--- src/rtl/tx_ctrl.sv ---
// Transmit controller: one-block buffer in front of the 16B-in/8B-out output shift
// register, sequencing its load/shift strobes and metering beats with valid/ready/last.
module tx_ctrl #(
   parameter int NUM_BYTES_IN  = 16,
   parameter int NUM_BYTES_OUT = 8
) (
   input  logic                      clk,
   input  logic                      rst,
   input  logic                      blk_valid,
   input  logic [8*NUM_BYTES_IN-1:0] blk_data,
   output logic                      blk_ready,
   output logic [8*NUM_BYTES_IN-1:0] sr_data,
   output logic                      sr_load,
   output logic                      sr_shift,
   output logic                      tx_valid,
   input  logic                      tx_ready,
   output logic                      tx_last,
   output logic [7:0]                blk_count,
   output logic                      busy
);
   localparam int BEATS = NUM_BYTES_IN / NUM_BYTES_OUT;
   localparam int CNT_W = (BEATS > 1) ? $clog2(BEATS) : 1;
   localparam logic [CNT_W-1:0] LAST_BEAT = CNT_W'(BEATS - 1);

   typedef enum logic {IDLE, SEND} state_t;

   state_t                    state;
   logic                      hold_full;
   logic [8*NUM_BYTES_IN-1:0] buf_q;
   logic [CNT_W-1:0]          beat_cnt;
   logic                      beat_done;
   logic                      at_last;
   logic                      accept;

   assign beat_done = (state == SEND) && tx_ready;
   assign at_last   = (beat_cnt == LAST_BEAT);
   assign accept    = blk_valid && blk_ready;

   // Strobes follow the downstream handshake in the same cycle, so they stay
   // combinational; everything they depend on besides tx_ready is a flop.
   assign sr_load   = hold_full && ((state == IDLE) || (beat_done && at_last));
   assign sr_shift  = beat_done && !at_last;
   assign blk_ready = !hold_full;
   assign busy      = hold_full || (state != IDLE);
   assign sr_data   = buf_q;

   always_ff @(posedge clk or posedge rst) begin
      if (rst) begin
         state     <= IDLE;
         hold_full <= 1'b0;
         buf_q     <= '0;
         beat_cnt  <= '0;
         blk_count <= 8'd0;
         tx_valid  <= 1'b0;
         tx_last   <= 1'b0;
      end else begin
         // Accept and drain are exclusive: blk_ready is low whenever sr_load can fire.
         if (accept) begin
            buf_q     <= blk_data;
            hold_full <= 1'b1;
         end else if (sr_load) begin
            hold_full <= 1'b0;
         end

         case (state)
            IDLE: begin
               if (hold_full) begin
                  state    <= SEND;
                  beat_cnt <= '0;
                  tx_valid <= 1'b1;
                  tx_last  <= (LAST_BEAT == '0);
               end
            end
            SEND: begin
               if (tx_ready) begin
                  if (!at_last) begin
                     beat_cnt <= beat_cnt + 1'b1;
                     tx_last  <= ((beat_cnt + 1'b1) == LAST_BEAT);
                  end else begin
                     blk_count <= blk_count + 8'd1;
                     if (hold_full) begin
                        beat_cnt <= '0;
                        tx_last  <= (LAST_BEAT == '0);
                     end else begin
                        state    <= IDLE;
                        tx_valid <= 1'b0;
                        tx_last  <= 1'b0;
                     end
                  end
               end
            end
         endcase
      end
   end
endmodule

--- config.mk ---
export PLATFORM = sky130hd
export DESIGN_NAME = tx_ctrl
export DESIGN_NICKNAME = d
export VERILOG_FILES = /design/src/rtl/tx_ctrl.sv
export SDC_FILE = /design/constraint.sdc
export NUM_CORES = 1
export LEC_CHECK = 0
export BUFFER_PORTS_ARGS = -buffer_cell sky130_fd_sc_hd__buf_2
export CORE_ASPECT_RATIO = 0.6
export CORE_MARGIN = 2
export CORE_UTILIZATION = 46
export CTS_CLUSTER_SIZE = 20
export DETAILED_ROUTE_END_ITERATION = 7
export PLACE_DENSITY = 0.83
export SLEW_MARGIN = 20
export SYNTH_ARGS = -nofsm -noshare
export SYNTH_HDL_FRONTEND = slang
export SYNTH_SLANG_ARGS = --single-unit
--- constraint.sdc ---
create_clock -name clk -period 5.75 [get_ports clk]
set_input_delay 1.15 -clock clk [delete_from_list [all_inputs] [get_ports clk]]
set_output_delay 1.15 -clock clk [all_outputs]
set_load 0.02 [all_outputs]
==> results.yml <==
clock_network:
  postCtsSetupBuffers: 0
  cts_root_buf: "clkbuf_16"
  clkLatencyLatePin_ns: 0.40
  clkSlewWorstSetupHoldPaths_ns: 0.05
  cts_tree: "built"
  clkSinkCount: 141
  ctsHtreeMaxLevel: 4
  cts-hold-fix-buffers: 0
  cts_buffer_depth: 2
  cts_buffers: 17
  cts_resized: 0
global_routing:
  grt_usage: 0.197
  grt_pass1_vias: 3954
  grt_pass1_wl_um: 20800
  grt_max_degree: 86
  antenna_found_initial: 0
  overflow: 0
placed_design:
  dp_slack_ns: 2.82
  dpl.cell_count: 750
  io_buffers: 273
  dp_hpwl_um: 9550
  gp_congestion: 0.774
finish:
  finalNonFillerCells: 781
  fin_util: 0.640
  drive_above_1_share: 0.705
  seq_area_mm2: 0.00353
  n_antenna_cell: 0
  fillCellCount: 890
  area_delta_synth_final_pct: 34.7
  multi_input_area_mm2: 0.00208
  layout.nets: 737
power:
  power_leakage_nw: 4.01
  powerDensity_mw_per_mm2: 654
  ir_drop_mv: 0.366
timing:
  finalSetupViolCount: 0
  slew_headroom: 0.329
  hold_viol_final: 0
  slew_viol_final: 0
  setup_ws_ns: 2.84
  tns_ns: 0
  worst_pin_slew_ns: 1.01
  fmax_mhz: 344
  period_needed_ns: 2.91
  rsz0062_at_grt: "no"
  holdWs_ns: 0.487
  finClkSkew_ns: 0.0126
  period_share: 0.506
routing:
  ant_nets: 0
  vias_per_cell: 4.77
  routed_wl_um: 13300
  drt-wirelength-per-cell_um: 17.0
  post-route-drc-count: 0
  vias: 3725
  initialDrtViolationCount: 134
  first_pass_iters: 4
worst_setup_path:
  critPathRequiredTime_ns: 4.60
  cp.arrival_ns: 1.76
  r2r_cells: 4
  startpoint_type: "input port"
  worstSetupPathType: "input port to primary output"
  cp-end-kind: "primary output"
  path_max_fanout: 6
worst_hold_path:
  hold_depth: 1
  hold_path.class: "register to register"
synth:
  synth_nets: 458
  synth_edf_count: 0
  synth_ff_type: "dfrtp_1"
  ys_seq_area_frac: 0.609
  synthTopCellsByCount: "dfrtp_1, mux2_4, mux2_2"
  netlist_instances: 325
  ys_warn_count: 0
  yosysMostFrequentCell: "dfrtp_1"
  yosys.area.top_type_share: 0.609
  syn_area_mm2: 0.00579
  synth_cell_types: 26
  synth.largest_area_cell: "dfrtp_1"
  syn_area_per_cell_um2: 17.8
  ys_ff_latch: 141
  netlist_top_cells_area: "dfrtp_1, mux2_4, mux2_2"
  synthArstFlopShare: 1.00
floorplan:
  die_x_um: 149
  std_cell_rows: 31
  dieArea_mm2: 0.0135
  die_h_um: 90.9
  ios: 274
  coreArea_mm2: 0.0122
  start_util: 0.475
status:
  outcome: "completed"
job:
  drv_cap: 0
==> power breakdown <==
part / internal, mW / total (mW) / leakage (nW) / switching, mW
Sequential: 1.49 / 1.80 / 1.66 / 0.307
Combinational: 1.05 / 2.24 / 2.09 / 1.19
Clock: 0.639 / 1.06 / 0.265 / 0.423
==> cell type report <==
cell class / count / area share
Inverter: 4 / 0.00257
Clock buffer: 18 / 0.0550
Timing Repair Buffer: 277 / 0.179
Multi-Input combinational cell: 163 / 0.266
Clock inverter: 13 / 0.0183
Tap cell: 165 / 0.0265
Sequential cell: 141 / 0.452
==> stage by stage <==
step	power [mW]	cell area, um^2
2_1_floorplan	3.35	5790
3_3_place_gp	3.98	7230
3_5_place_dp	4.05	7230
4_1_cts	5.15	7800
5_1_grt	5.36	7800
6_report	5.10	7800
==> worst max-delay path: stages <==
cell and delay, ns:
buf_2 0.15, a21boi_0 0.24, nor2_1 0.06, buf_2 0.16
==> layer usage <==
layer / part of all wire / GRT usage / up-vias
met1: 0.43 / 0.248 / 1884
met4: 0.0043 / 0.0556 / 0
met2: 0.49 / 0.326 / 148
met5: 0 / 0 / -
met3: 0.074 / 0.0687 / 4
li1: - / - / 1689
==> sequential cells by signal, summed over array words and instances, names as in the netlist <==
register / count
at_last: 1
hold_full: 1
tx_last: 1
state: 1
sr_data: 128
blk_count: 8
tx_valid: 1
==> cells in the final DEF, fill, tap and decap left out, drive strengths merged, types with 2 or more instances in the layout <==
cell type    n
buf        277
dfrtp      141
mux2       129
clkbuf      18
inv          7
xor2         6
clkinvlp     5
nor2         4
nand2        4
nand3        3
clkinv       3
or2          2
a21oi        2
nor3         2
xnor2        2
bufinv       2
==> cell families after synthesis <==
| kind of cell | Yosys count | share of synthesized area |
|---|---|---|
| buffers and inverters | 21 | 0.0326 |
| adders and majority gates | 1 | 0.00216 |
| DFF | 141 | 0.609 |
| and+or+nand+nor | 18 | 0.0186 |
| muxes | 130 | 0.317 |
| xor gates and xnor gates | 8 | 0.0121 |
| AOI/OAI and AO/OA | 6 | 0.00757 |
==> path summary, 6_finish.rpt <==
path | slack, ns | to | startpoint
setup / recovery | 2.84 | sr_load | tx_ready
hold / removal | 0.49 | blk_count[7]$_DFFE_PP0P_ | blk_count[7]$_DFFE_PP0P_
setup reg to reg | 3.56 | sr_data[35]$_DFFE_PP0P_ | hold_full$_DFFE_PP0P_
hold reg to reg | 0.49 | blk_count[7]$_DFFE_PP0P_ | blk_count[7]$_DFFE_PP0P_
max in group asynchronous | 3.62 | sr_data[107]$_DFFE_PP0P_ | rst
min in group asynchronous | 0.88 | sr_data[78]$_DFFE_PP0P_ | rst
Note: power is estimated with default switching activity, not from simulation.
